[src/rtl/keypad_scan_4x4_if.sv]
// Keypad scanner signal bundle: matrix pins plus debounced key outputs.
// master = scanner side, slave = board/consumer side.
interface keypad_scan_4x4_if;
   logic [3:0]  KEY_ROW;    // row returns, active-low
   logic [3:0]  KEY_COL;    // column drives, active-low one-hot
   logic [15:0] key_state;  // debounced pressed bitmap, index = col*4 + row
   logic        key_valid;  // one-cycle pulse on a newly committed press
   logic [3:0]  key_code;   // lowest newly pressed key of the last press commit

   modport master (
      input  KEY_ROW,
      output KEY_COL,
      output key_state,
      output key_valid,
      output key_code
   );

   modport slave (
      output KEY_ROW,
      input  KEY_COL,
      input  key_state,
      input  key_valid,
      input  key_code
   );
endinterface

[src/rtl/keypad_scan_4x4.sv]
// 4x4 key matrix scanner: drives one active-low column per slot, samples
// synchronised row returns at the end of each slot, debounces whole frames
// and reports newly pressed keys as a one-cycle event with a key code.
// SCAN_DIV must be >= 4 and DEBOUNCE >= 2.
module keypad_scan_4x4 #(
   parameter int unsigned SCAN_DIV = 50000,
   parameter int unsigned DEBOUNCE = 4
) (
   input logic                 CLK,
   input logic                 RSTN,
   keypad_scan_4x4_if.master   kp
);

   localparam int unsigned DIV_W = $clog2(SCAN_DIV);
   localparam int unsigned CNT_W = $clog2(DEBOUNCE + 1);

   localparam logic [DIV_W-1:0] DIV_LAST   = DIV_W'(SCAN_DIV - 1);
   localparam logic [CNT_W-1:0] CNT_MAX    = CNT_W'(DEBOUNCE);
   localparam logic [CNT_W-1:0] CNT_COMMIT = CNT_W'(DEBOUNCE - 1);

   // Row synchroniser
   logic [3:0]       r_row_meta;
   logic [3:0]       r_row_sync;

   // Scan timing
   logic [DIV_W-1:0] r_div;
   logic [1:0]       r_col;
   logic [3:0]       r_key_col;

   // Frame capture and debounce
   logic [15:0]      r_raw;
   logic [15:0]      r_prev;
   logic [CNT_W-1:0] r_cnt;

   // Committed outputs
   logic [15:0]      r_key_state;
   logic             r_key_valid;
   logic [3:0]       r_key_code;

   // Combinational helpers
   logic             w_slot_end;
   logic             w_frame_end;
   logic [1:0]       w_col_next;
   logic [15:0]      w_frame;
   logic             w_match;
   logic             w_commit;
   logic [15:0]      w_new;
   logic [3:0]       w_low_idx;

   assign w_slot_end  = (r_div == DIV_LAST);
   assign w_frame_end = w_slot_end && (r_col == 2'd3);
   assign w_col_next  = r_col + 2'd1;
   assign w_match     = (w_frame == r_prev);
   assign w_commit    = w_frame_end && w_match && (r_cnt == CNT_COMMIT);
   assign w_new       = w_frame & ~r_key_state;

   // Two-flop synchroniser for the asynchronous row returns (idle high)
   always_ff @(posedge CLK or negedge RSTN) begin
      if (!RSTN) begin
         r_row_meta <= 4'b1111;
         r_row_sync <= 4'b1111;
      end else begin
         r_row_meta <= kp.KEY_ROW;
         r_row_sync <= r_row_meta;
      end
   end

   // Slot divider: SCAN_DIV cycles per column
   always_ff @(posedge CLK or negedge RSTN) begin
      if (!RSTN) begin
         r_div <= '0;
      end else if (w_slot_end) begin
         r_div <= '0;
      end else begin
         r_div <= r_div + 1'b1;
      end
   end

   // Column counter and registered one-hot active-low column drive
   always_ff @(posedge CLK or negedge RSTN) begin
      if (!RSTN) begin
         r_col     <= '0;
         r_key_col <= 4'b1110;
      end else if (w_slot_end) begin
         r_col     <= w_col_next;
         r_key_col <= ~(4'b0001 << w_col_next);
      end
   end

   // Frame vector as it stands after this cycle's sample: the stored raw
   // bits with the current column's four bits replaced by the live rows.
   always_comb begin
      w_frame = r_raw;
      for (int unsigned r = 0; r < 4; r++) begin
         w_frame[{r_col, 2'(r)}] = ~r_row_sync[r];
      end
   end

   // Sample the active column on the last cycle of its slot
   always_ff @(posedge CLK or negedge RSTN) begin
      if (!RSTN) begin
         r_raw <= '0;
      end else if (w_slot_end) begin
         r_raw <= w_frame;
      end
   end

   // Frame-level debounce: count consecutive identical frames, saturating
   always_ff @(posedge CLK or negedge RSTN) begin
      if (!RSTN) begin
         r_prev <= '0;
         r_cnt  <= '0;
      end else if (w_frame_end) begin
         r_prev <= w_frame;
         if (!w_match) begin
            r_cnt <= CNT_W'(1);
         end else if (r_cnt < CNT_MAX) begin
            r_cnt <= r_cnt + 1'b1;
         end
      end
   end

   // Lowest set bit of the newly pressed keys
   always_comb begin
      w_low_idx = '0;
      for (int unsigned i = 16; i > 0; i--) begin
         if (w_new[i-1]) begin
            w_low_idx = 4'(i - 1);
         end
      end
   end

   // Commit debounced state; only new presses raise the event and move the code
   always_ff @(posedge CLK or negedge RSTN) begin
      if (!RSTN) begin
         r_key_state <= '0;
         r_key_valid <= 1'b0;
         r_key_code  <= '0;
      end else begin
         r_key_valid <= 1'b0;
         if (w_commit) begin
            r_key_state <= w_frame;
            if (|w_new) begin
               r_key_valid <= 1'b1;
               r_key_code  <= w_low_idx;
            end
         end
      end
   end

   assign kp.KEY_COL   = r_key_col;
   assign kp.key_state = r_key_state;
   assign kp.key_valid = r_key_valid;
   assign kp.key_code  = r_key_code;

endmodule

[src/flat_wrapper.sv]
// flat-port wrapper written by rule: the top's interface ports become plain ports
module keypad_scan_4x4_flat 
#(
   parameter int unsigned SCAN_DIV = 50000,
   parameter int unsigned DEBOUNCE = 4
)
  (CLK, RSTN, kp_KEY_ROW, kp_KEY_COL, kp_key_state, kp_key_valid, kp_key_code);
  keypad_scan_4x4_if kp_i ();
  input logic CLK;
  input logic RSTN;
  input wire logic [$bits(kp_i.KEY_ROW)-1:0] kp_KEY_ROW;
  output wire logic [$bits(kp_i.KEY_COL)-1:0] kp_KEY_COL;
  output wire logic [$bits(kp_i.key_state)-1:0] kp_key_state;
  output wire logic [$bits(kp_i.key_valid)-1:0] kp_key_valid;
  output wire logic [$bits(kp_i.key_code)-1:0] kp_key_code;
  assign kp_i.KEY_ROW = kp_KEY_ROW;
  assign kp_KEY_COL = kp_i.KEY_COL;
  assign kp_key_state = kp_i.key_state;
  assign kp_key_valid = kp_i.key_valid;
  assign kp_key_code = kp_i.key_code;
  keypad_scan_4x4 #(.SCAN_DIV(SCAN_DIV), .DEBOUNCE(DEBOUNCE)) u_core (.CLK(CLK), .RSTN(RSTN), .kp(kp_i));
endmodule
[config.mk]
export PLATFORM = sky130hd
export DESIGN_NAME = keypad_scan_4x4_flat
export DESIGN_NICKNAME = d
export VERILOG_FILES = /design/src/rtl/keypad_scan_4x4_if.sv /design/src/rtl/keypad_scan_4x4.sv /design/src/flat_wrapper.sv
export SDC_FILE = /design/constraint.sdc
export NUM_CORES = 1
export LEC_CHECK = 0
export ABC_AREA = 1
export CAP_MARGIN = 20
export CORE_MARGIN = 4
export CORE_UTILIZATION = 58
export CTS_CLUSTER_SIZE = 40
export DETAILED_ROUTE_END_ITERATION = 16
export PLACE_DENSITY = 0.79
export SLEW_MARGIN = 25
export SYNTH_ARGS = -nofsm -noshare
export SYNTH_HDL_FRONTEND = slang
export SYNTH_SLANG_ARGS = --single-unit
[constraint.sdc]
create_clock -name CLK -period 3.35 [get_ports CLK]
set_clock_uncertainty 0.2 [all_clocks]
set_input_delay 0.67 -clock CLK [delete_from_list [all_inputs] [get_ports CLK]]
set_output_delay 0.67 -clock CLK [all_outputs]
set_load 0.05 [all_outputs]
==> results of run 1 <==
sequential cells by signal, indices dropped and copies added, names as in the netlist:
name                 flops
u_core.r_raw            16
u_core.r_prev           16
u_core.kp.key_state     16
u_core.r_col             2
u_core.r_row_sync        4
u_core.kp.KEY_COL        4
u_core.kp.key_valid      1
u_core.r_row_meta        4
u_core.kp.key_code       4
u_core.r_cnt             3
u_core.r_div            16
what timing repair did:
action | 4_1_cts | 5_1_grt
setup endpoints to repair | 0 | 6
hold endpoints to repair | 0 | 0
resized for setup | 0 | 1
layout make-up:
class                           count  share of cell area (%)
Sequential cell                    86                    45.9
Multi-Input combinational cell    321                    36.7
Timing Repair Buffer               33                    6.87
Inverter                           42                    3.45
Clock buffer                       13                    3.15
Tap cell                           96                    2.55
Clock inverter                      3                    1.43
synth_stat cells (all sizes together):
| library cell | instances | share of area, % |
|---|---|---|
| a21oi | 8 | 1.1 |
| nand4 | 9 | 1.4 |
| clkinv | 1 | 0.21 |
| clkbuf | 6 | 0.55 |
| o21ai | 73 | 11 |
| dfstp | 11 | 7.0 |
| inv | 41 | 3.7 |
| xor2 | 10 | 2.1 |
| or4 | 1 | 0.18 |
| nand3 | 9 | 1.5 |
| nor2 | 32 | 2.9 |
| nand2 | 135 | 13 |
| o211ai | 1 | 0.18 |
| buf | 6 | 1.4 |
| nor3 | 5 | 0.73 |
| dfrtp | 75 | 45 |
| or2 | 12 | 1.8 |
| a21boi | 1 | 0.18 |
| ha | 8 | 2.4 |
| a31o | 1 | 0.21 |
| xnor2 | 10 | 2.1 |
| nand3b | 1 | 0.18 |
| nor4 | 4 | 0.91 |
cells by family after synthesis:
logic type	after synthesis
buffers and inverters	54
adders and majority gates	8
xor gates and xnor gates	20
DFF	86
AOI/OAI and AO/OA	84
and+or+nand+nor	208
stage by stage:
step / util, % / setup WS, ns / instance area, sq um / hold WS (ns)
floorplan: - / 0.937 / 4130 / 0.145
global placement: 65.3 / 0.344 / 4490 / 0.146
detailed placement: 65.3 / 0.250 / 4490 / 0.149
CTS: 68.5 / 0.228 / 4700 / 0.160
global route: 68.7 / 0.110 / 4720 / 0.162
finish: 68.7 / 0.459 / 4720 / 0.139
worst max-delay path: stages, from the launching register on:
cell and delay, ns:
dfrtp_1 0.42, inv_1 0.14, ha_2 0.33, nand2_1 0.08
o21ai_1 0.24, inv_1 0.11, nand2_1 0.09, nand3_1 0.10
nor3_2 0.18, nand3_2 0.14, inv_2 0.17, nand3_2 0.35
nand2_2 0.17, o21ai_2 0.06
report_power, final:
| group | leakage [nW] | internal, W | switching [W] |
|---|---|---|---|
| logic | 0.955 | 0.0000121 | 0.0000318 |
| registers | 1.15 | 0.00105 | 0.00000569 |
| clock network | 0.104 | 0.000442 | 0.000353 |
routing by layer:
metal / vias to the layer above / routed length, microns
met5: - / 0
met4: 0 / 132
met3: 12 / 396
met2: 56 / 3840
met1: 1412 / 3890
li1: 1557 / -
final timing paths:
| path | startpoint | end | slack [ns] |
|---|---|---|---|
| max | u_core.r_col[0]$_DFFE_PN0N_ | u_core.kp.key_state[11]$_DFFE_PN0P_ | 0.46 |
| min | RSTN | u_core.r_div[2]$_DFF_PN0_ | 0.14 |
| max reg2reg | u_core.r_col[0]$_DFFE_PN0N_ | u_core.kp.key_state[11]$_DFFE_PN0P_ | 0.46 |
| min reg2reg | u_core.r_row_meta[1]$_DFF_PN1_ | u_core.r_row_sync[1]$_DFF_PN1_ | 0.16 |
| max in group asynchronous | RSTN | u_core.r_row_sync[3]$_DFF_PN1_ | 2.14 |
| min in group CLK | u_core.r_row_meta[1]$_DFF_PN1_ | u_core.r_row_sync[1]$_DFF_PN1_ | 0.16 |
==> flow_results.org, run 1 <==
** Status
- The run finished with clean final reports.

** Floorplan
- The total area inside the core boundary comes to just under 7000 sq um.
- From bottom edge to top edge, the die measures approximately 92 microns.
- Die footprint :: 8530 sq um
- Die span in x :: 92.3 microns
- 31 I/O pins were placed.
- Starting density of the core :: 60.1%
- Rows :: 30

** CTS
- The clock net in this run drives a total of 86 sinks.
- Clock transition at the register clock pins on the worst setup and hold paths after CTS :: 0.09 ns
- Clock tree from TritonCTS :: done
- Root cell of the clock tree :: clkbuf_8
- Worst-Skew Late Latency :: 0.35 ns
- Number of buffers inserted to repair setup after CTS :: 0
- Number of buffers created by CTS :: 9
- In this run, post-CTS hold repair placed 0 buffers.
- Max Root-Sink Buffers :: 2
- CTS built an H-tree with a depth of 3.

** Flow run
- Max-cap viol count :: 0

** Logic synthesis
- Of the total synthesized cell area, the portion taken by AND, OR, NAND and NOR gates is 22.4%.
- Summing the areas of all compound-gate instances in the mapped netlist gives 12.6% of the synthesized area.
- Synth Net Count :: 474
- Yosys reg bits :: 86
- The Yosys step of the flow raised 0 warnings.
- After synthesis, the largest family of logic cells by area is simple AND/OR/NAND/NOR gates.
- After synthesis, the share of cell area in mux cells is 0%.
- Average cell area after synthesis :: 8.97 sq um
- Total standard cell area after synthesis :: 4130 sq um
- Post-synthesis share of cell area spent on xor and xnor gates :: 4.25%
- Sequential share of the synthesized area :: 52.5%
- The number of different library cells used by synthesis comes to 34.
- Cells after synthesis :: 460
- Post-synthesis adder-cell area fraction :: roughly 2.4%

** Finish
- Commonest non-fill, non-tap cell in the layout :: nand2_1
- After filler insertion, the fill cell instance count of the layout stands at 557.
- Across the whole layout, storage elements account for approximately 2200 sq um.
- Share of cells above drive strength 1 :: between 10% and 20%
- Layout Area Growth over Synthesis :: 14.4%
- Number of diodes :: 0
- Multi-input gate area in the final layout :: 1730 sq um
- After the flow finishes, the layout carries non-filler instances totaling approximately 590.
- Most frequent cells in the layout :: nand2_1, dfrtp_1, o21ai_0
- The net count of the finished layout is 507.

** GRT
- The layer flagged by global routing as most heavily used is met2.
- First-pass GRT wire length :: between 10000 and 15000 microns
- The number of global-route vias before repair was 2930.
- Global route overflow :: 0
- Global routing usage summed across all routing layers :: 21.1%
- In the global route stage, met3 resource usage came out at 3.33%.
- Global routing consumed, on the met1 layer, 30.1% of the routing resources.
- Initial antenna violation count :: 0
- Met2 capacity usage during global routing :: 32.4%
- Largest net degree at the start of global routing :: 84

** STA
- Adding up every negative setup slack in the final design gives 0 ns.
- Setup violations remaining at the end of the flow were counted as 0.
- Number of pins exceeding their max-slew limit in the final report :: 0
- The final critical path takes up between 80% and 90% of the cycle.
- Endpoints failing hold :: 0
- For the pin with the worst max-slew slack, the measured transition is 0.828 ns.
- Time the worst path needs with I/O delays and setup :: 2.89 ns
- Setup repair after global routing missed its margin :: no
- Relative slew margins :: 44.7%
- Max Clock Freq :: 346 MHz

** Detailed routing
- The first detailed-routing pass ran for 4 iterations.
- Routed WL per cell :: 13.9 microns
- DRT Wirelength :: 8260 microns
- The first routing iteration left 215 violations.
- Remaining design rule violation count :: 0
- In this run the remaining antenna-violating nets after routing total 0.
- Summing over every cut layer, the via total after detailed routing is between 3000 and 4000.
- After detailed routing, the number of vias per cell comes to 5.11.

** Pwr
- For this design the ratio of total power to cell area is 401 nW/um^2.
- Summed over all cells, the static leakage comes to 2.21 nW.
- The design draws roughly 0.0019 W.
- The worst-case IR drop observed on VDD is 0.281 mV.

** Critical path
- Data on the critical path is required at its endpoint by roughly 3.4 ns.
- STA classifies the critical path endpoint as a register.
- Critical Setup Path Class :: reg -> reg
- Of all nets on the critical path, the largest fanout is 13.
- FF-to-FF path depth :: 13
- Arrival @ worst endpoint :: just under 3 ns
- Sort of element at the start of the critical path :: register

** Placement
- GPL Wtd Cong :: 0.828
- Count of input and output buffers :: 30
- The number of placed instances, taps included, is 577.
- Detailed placement ended at an HPWL of 5860 microns.

** Min path
- Hold crit path type :: in -> async
Power figures use the tool's default switching activity.
==> inputs of run 2 (changes only) <==
--- a/config.mk
+++ b/config.mk
@@ -8,10 +8,10 @@
 export ABC_AREA = 1
 export CAP_MARGIN = 20
 export CORE_MARGIN = 4
-export CORE_UTILIZATION = 58
+export CORE_UTILIZATION = 63
 export CTS_CLUSTER_SIZE = 40
 export DETAILED_ROUTE_END_ITERATION = 16
-export PLACE_DENSITY = 0.79
+export PLACE_DENSITY = 0.85
 export SLEW_MARGIN = 25
 export SYNTH_ARGS = -nofsm -noshare
 export SYNTH_HDL_FRONTEND = slang
==> constraint.sdc (replaced) <==
create_clock -name CLK -period 3.49 [get_ports CLK]
set_clock_uncertainty 0.2 [all_clocks]
set_input_delay 0.698 -clock CLK [delete_from_list [all_inputs] [get_ports CLK]]
set_output_delay 0.698 -clock CLK [all_outputs]
set_load 0.05 [all_outputs]
==> run 2 against run 1 <==
Design area fell by 0.42%. Clock power fell by 0.9%. Largest power group unchanged. Combinational power fell by 7.1%. Largest cell class unchanged. Via count rose by 2.0%. Total power fell by 2.7%. Sequential cell count did not move. Worst setup slack got worse by 0.016 ns. Count of clock-buffer cells in the layout fell by 2.
==> flow_results.org, run 2 (same netlist as run 1, synthesis figures left out) <==
** CTS
- The clock reaches the later pin of the worst-skew pair after approximately 0.35 ns.
- Number of buffers inserted for hold repair after clock tree synthesis :: 0
- Gates resized during post-CTS repair numbered 0.
- Clock net sink count :: between 80 and 90
- Max Root-Sink Buffers :: 2
- Number of buffers inserted to repair setup after CTS :: 0
- Clock transition at the register clock pins on the worst setup and hold paths after CTS :: ~0.090 ns
- CTS placed an instance of clkbuf_8 at the clock tree root.
- The H-tree generated during clock tree synthesis spans 3 levels.
- TritonCTS built the clock tree.
- Counting the buffers created by CTS gives 9.

** GRT
- Largest net degree at the start of global routing :: slightly below 90
- The number of global-route vias before repair is 3079.
- Global routing usage summed across all routing layers :: 22.8%
- The number of antenna violations at the first check in global routing was 0.
- First-pass GRT wire length :: 13900 microns
- The total overflow left after global routing is 0.

** STA
- Headroom to the max-slew limit came out at roughly half.
- Endpoints failing hold :: 0
- The final critical path takes up roughly 87% of the cycle.
- Measured slew at the worst slew-check pin :: 0.756 ns
- The max-slew violation count was 0.
- Max Clock Freq :: 328 MHz
- Worst Hold Slack :: between 0.15 and 0.2 ns
- Time the worst path needs with I/O delays and setup :: 3.05 ns
- Setup TNS :: 0 ns
- Final setup viols :: 0
- Setup repair after global routing missed its margin :: no

** Critical path
- The signal on the critical path passes through inv_1 > ha_1 > nand2_1 > o21ai_1 > inv_1 > nand2_1 > nand3_1 > nor3_2 > nand3_2 > inv_2 > nand3_4 > clkinv_4 > nand2_1 > o21ai_1 > inv_2.
- For this run, the slowest stage of the critical path takes 0.42 ns.
- The worst setup path is launched from a register.
- The slowest stage of the critical path is the dfrtp_1 cell.
- Required time at the worst-slack endpoint :: 3.54 ns
- Setup crit end kind :: register
- In this run the worst setup path begins at u_core.r_col[0]$_DFFE_PN0N_.
- Counting both buffers and inverters, the worst setup path holds a total of 5.
- The cell family contributing the most delay on the critical path is simple AND/OR/NAND/NOR gates.
- In this run the worst path has a maximum fanout of 27.
- At the worst endpoint, the arrival time is 3.10 ns.
- Among the stages of the critical path, the cell type that occurs most often is nand2_1.
- Worst r2r src :: u_core.r_col[0]$_DFFE_PN0N_
- Critical Setup Path Class :: reg -> reg

** Detailed routing
- The pre-antenna-repair detailed-routing pass consisted of 4 iterations.
- The first routing iteration left ~120 violations.
- Count of vias placed by the detailed router :: around 3100
- Dividing the detail-routed wire length by the instance count gives 13.9 microns.
- Antenna-violating nets left :: 0
- Remaining design rule violation count :: 0
- In the routed layout, each cell is associated on average with a via count of about 5.4.
- Summed over all layers, the routed wires come to between 7000 and 8000 microns.

** Placement
- GPL Wtd Cong :: 0.835
- Counting tap cells, the placed design contains a total of 558 instances.
- Count of input and output buffers :: 30
- Detailed placement ended at an HPWL of 5750 microns.
- After detailed placement, the total cell area comes to approximately 4500 sq um.

** Pwr
- Dividing total power by cell area gives a power density of 391 nW/um^2.
- Share of power burned in the clock network :: ~43%
- The analysis attributes to net switching a power of 0.000381 W.
- Switching share of power :: about a fifth
- In this run the static leakage power is 2.22 nW.
- Seq pwr share :: between 50 and 60%
- Power share of the combinational group :: 2.2%
- Total internal power :: about 0.0015 W
- Worst VDD drop :: between 0.2 and 0.25 mV

** Floorplan
- 31 I/O pins were placed.
- The die is 88.9 microns tall.
- Die footprint :: between 7000 and 8000 sq um
- Core Area :: 6350 sq um
- Rows :: 29
- Die span in x :: 88.9 microns
- Starting density of the core :: ~65%

** Status
- Run status :: finished, final reports clean

** Finish
- Fillers :: between 400 and 500
- The repair_antennas step left the layout with diodes totalling 0.
- Layout Area Growth over Synthesis :: 13.9%
- At the end of the flow, the number of nets in the layout was around 500.
- In the layout the commonest cells are nand2_1, dfrtp_1, o21ai_0.
- Summed area of non-filler cells in the final layout :: 4700 sq um
- Commonest non-fill, non-tap cell in the layout :: nand2_1
- The post-route netlist has around 18% of its cells at a drive strength greater than 1.
- Post-route insts no fill :: 574

** Flow run
- Max-cap violations in this run came to 0.

** Min path
- Hold crit path type :: in -> async
-- run 2: worst reg2reg max path, cell delays in order, from the launching register on --
cell and delay [ns]:
dfrtp_1 0.42, inv_1 0.13, ha_1 0.40, nand2_1 0.11, o21ai_1 0.23, inv_1 0.11, nand2_1 0.08, nand3_1 0.08
nor3_2 0.17, nand3_2 0.13, inv_2 0.13, nand3_4 0.34, clkinv_4 0.19, nand2_1 0.07, o21ai_1 0.12, inv_2 0.04
-- run 2: worst paths after layout --
check                                                           end  slack (ns)  cells after the start
worst max-delay path            u_core.kp.key_state[12]$_DFFE_PN0P_        0.44                     15
worst min-delay path            u_core.kp.key_state[12]$_DFFE_PN0P_        0.16                      1
worst max register to register  u_core.kp.key_state[12]$_DFFE_PN0P_        0.44                     15
worst min register to register       u_core.r_row_sync[2]$_DFF_PN1_        0.16                      0
max in group asynchronous              u_core.r_prev[1]$_DFFE_PN0P_        2.38                      1
min in group CLK                     u_core.r_row_sync[2]$_DFF_PN1_        0.16                      0
-- run 2: power groups by stage --
| stage | registers [W] | clock network (W) | logic (W) |
|---|---|---|---|
| 3_3_place_gp | 0.00103 | 0 | 0.0000409 |
| 3_5_place_dp | 0.00103 | 0 | 0.0000418 |
| 2_1_floorplan | 0.00103 | 0 | 0.0000140 |
| 4_1_cts | 0.00101 | 0.000809 | 0.0000419 |
| 6_report | 0.00101 | 0.000788 | 0.0000407 |
| 5_1_grt | 0.00101 | 0.000845 | 0.0000476 |
-- run 2: cell type report --
class | count | area (sq um) | area share (%)
repair buffers | 33 | 324 | 6.90
multi-input cells | 320 | 1720 | 36.6
clock buffers | 11 | 151 | 3.22
inverters | 42 | 163 | 3.46
clock inverters | 5 | 81.3 | 1.73
flip-flops and latches | 86 | 2170 | 46.1
well taps | 77 | 96.3 | 2.05
-- run 2: through the flow --
step / setup slack, ns / power [W] / utilization, %
final: 0.443 / 0.00184 / 74.0
after global routing: 0.0827 / 0.00190 / 74.0
after CTS: 0.404 / 0.00186 / 74.0
after detailed placement: 0.421 / 0.00107 / 70.3
after global placement: 0.571 / 0.00107 / 70.3
after floorplan: 1.08 / 0.00104 / -
-- run 2: layer usage --
layer,vias up,share of wire (%),GRT usage (%)
met5,-,0,0
met4,0,2.4,10.9
met3,16,4.3,3.87
met2,58,48,36.4
met1,1464,46,30.6
li1,1561,-,-
==> inputs of run 3 (changes only) <==
--- a/config.mk
+++ b/config.mk
@@ -8,10 +8,11 @@
 export ABC_AREA = 1
 export CAP_MARGIN = 20
 export CORE_MARGIN = 4
-export CORE_UTILIZATION = 63
+export CORE_UTILIZATION = 65
 export CTS_CLUSTER_SIZE = 40
 export DETAILED_ROUTE_END_ITERATION = 16
-export PLACE_DENSITY = 0.85
+export DONT_BUFFER_PORTS = 1
+export PLACE_DENSITY = 0.81
 export SLEW_MARGIN = 25
 export SYNTH_ARGS = -nofsm -noshare
 export SYNTH_HDL_FRONTEND = slang
==> run 3 against run 2 <==
Cell count shrank 5.6%. Hold slack worse by 0.12 ns. Sequential cell count unchanged. Core utilization is 0.61 points lower. Register-to-register slack barely moved. Sequential power about the same. Critical path type unchanged. Largest power group unchanged.
==> flow_results.org, run 3 (same netlist as run 1, synthesis figures left out) <==
** Finish
- Post-layout nets :: 476
- Most frequent cells in the layout :: nand2_1, dfrtp_1, o21ai_0
- Layout Area Growth over Synthesis :: 7.22%
- The finished layout holds 542 standard cells, fillers aside.
- End-of-flow core utilization :: about three quarters
- Of the cells placed in the final design, the portion with a size suffix greater than 1 is 17.8%.
- The number of antenna diodes in the final layout is 0.
- Commonest non-fill, non-tap cell in the layout :: nand2_1

** Placement
- Count of placed standard cells including taps :: ~530
- Routability-driven placement finished with a final weighted congestion of 0.865.
- OpenSTA, run right after detailed placement, puts the worst setup slack at 0.465 ns.
- Port buffering added 0 buffers.
- The wire-length estimate of the detail-placed layout is 5780 microns.

** Detailed routing
- Wire segments on met3 add up to 391 microns in the final route.
- After detailed routing, the total wire length is 8210 microns.
- In this run, the number of DRC markers left after iteration 0 of detailed routing was approximately 180.
- Detailed route wirelength on metal2 :: 3990 microns
- Highest metal layer with signal wires :: met4
- After detailed routing, the number of vias per cell comes to 5.52.
- Met1 WL :: 3650 microns
- For this block, the via count after detailed routing is 2991.
- The first detailed-routing pass took 4 iterations.
- Routed WL per cell :: 15.1 microns
- Antenna-violating nets left :: 0
- Remaining design rule violation count :: 0

** CTS
- The later pin in the worst-skew pair is clocked with a latency of between 0.3 and 0.4 ns.
- Counting along the longest clock path gives a buffer depth of 2.
- Clock-pin slew was measured on the worst setup and hold paths at around 0.080 ns.
- Clock tree from TritonCTS :: done
- In this run the clock root is driven by a clkbuf_8.
- The clock tree synthesis step divided the H-tree into 3 levels.
- Number of buffers created by CTS :: 9
- Clock net sink count :: 86

** Critical path
- Counting cells, the worst reg-to-reg path comes to 15.
- Required time at the worst-slack endpoint :: approximately 3.6 ns
- Setup crit end kind :: register
- Critical Setup Path Class :: reg -> reg
- Data on the critical path arrives at its endpoint at 3.10 ns.
- In this run the register-to-register setup slack is 0.45 ns.
- Sort of element at the start of the critical path :: register
- Worst-path maximum fanout :: 27

** GRT
- Global route overflow :: 0
- Global routing used 23.9% of the available tracks across all layers.
- Largest net degree at the start of global routing :: between 80 and 90
- Initial antenna violation count :: 0
- The first global-routing pass estimated 14000 microns of wire.
- Via count of the first global-routing pass :: 2978

** Min path
- The min-delay analysis places its worst path in the category in -> async.

** Floorplan
- The die covers 7690 sq um.
- Core Area :: 6030 sq um
- Rows :: 28
- Die span in x :: 87.7 microns
- Number of top-level pins :: 31
- For this configuration, the core starts out at a cell density of 68.5%.
- Die height :: 87.7 microns

** STA
- Fin crit share :: 87.2%
- Setup repair after global routing left no endpoint under its margin.
- The worst path in the final design needs a cycle of 3.04 ns, including I/O delays and setup.
- Setup TNS :: 0 ns
- Number of pins exceeding their max-slew limit in the final report :: 0
- Final setup viols :: 0
- Static timing analysis puts the maximum clock frequency at 328 MHz.
- Final Worst Setup Slack :: 0.445 ns
- Relative slew margins :: 46.7%
- Worst Hold Slack :: 0.0401 ns
- For the pin with the worst max-slew slack, the measured transition is 0.799 ns.
- Endpoints failing hold :: 0

** Pwr
- For this design the static power due to leakage is 2.13 nW.
- Areal power density over the cells :: 419 nW/um^2
- Worst VDD drop :: 0.330 mV

** Flow run
- Max-cap violations in this run came to 0.

** Status
- The flow ran to the end, and the final reports show no timing, DRC or antenna violations.
## run 3: cell types whose count changed in the layout (fill, tap and decap cells not counted)
cell,delta
clkbuf_8,-2
buf_16,+1
bufinv_16,-1
clkbuf_1,+3
clkbuf_16,+3
clkinvlp_4,-1
clkinv_2,-1
clkinv_4,-1
buf_4,-1
clkdlybuf4s50_1,-29
buf_6,-1
## run 3: area by class of cell
class | instances | area (sq um)
clock buffer | 15 | 210
sequential | 86 | 2170
multi-input combinational | 320 | 1720
tap | 75 | 93.8
timing repair buffer | 3 | 42.5
fill | 434 | 1600
inverter | 42 | 163
clock inverter | 1 | 30.0
## run 3: metal layers
metal	vias to the layer above	GRT usage, %
met2	67	38.3
li1	1484	-
met5	-	0
met3	17	4.80
met1	1423	32.0
met4	0	9.62
## run 3: path summary, 6_finish.rpt
path	from	endpoint
hold / removal	RSTN	u_core.r_div[7]$_DFF_PN0_
min in group CLK	kp_KEY_ROW[2]	u_core.r_row_meta[2]$_DFF_PN1_
setup / recovery	u_core.r_col[0]$_DFFE_PN0N_	u_core.kp.key_state[12]$_DFFE_PN0P_
hold reg to reg	u_core.r_row_meta[0]$_DFF_PN1_	u_core.r_row_sync[0]$_DFF_PN1_
setup reg to reg	u_core.r_col[0]$_DFFE_PN0N_	u_core.kp.key_state[12]$_DFFE_PN0P_
max in group asynchronous	RSTN	u_core.kp.KEY_COL[1]$_DFFE_PN1N_
## run 3: stage by stage
stage,cell area (sq um),total power (W)
finish,4420,0.00185
global route,4420,0.00192
CTS,4420,0.00187
detailed placement,4160,0.00105
global placement,4160,0.00105
floorplan,4130,0.00104
## run 3: what timing repair did
| action | CTS | global route |
|---|---|---|
| resized for setup | 0 | 0 |
| buffers inserted | 0 | 0 |
| hold buffers | 1 | 0 |
| endpoints found under the hold margin | 86 | 0 |
## run 3: worst max-delay path, cell delays in order, from the launching register on
cell and delay [ns]:
dfrtp_1 0.42, inv_1 0.13, ha_1 0.41, nand2_1 0.10, o21ai_1 0.23, inv_1 0.11
nand2_1 0.07, nand3_1 0.08, nor3_2 0.18, nand3_2 0.13, inv_2 0.13, nand3_4 0.35
clkinv_4 0.20, nand2_1 0.06, o21ai_1 0.10, inv_2 0.04
## run 3: report_power, final
part / total [W] / leakage [nW] / internal (W) / switching (W)
logic: 0.0000382 / 0.857 / 0.00000915 / 0.0000291
registers: 0.00101 / 1.15 / 0.00100 / 0.00000574
clock network: 0.000803 / 0.119 / 0.000463 / 0.000340
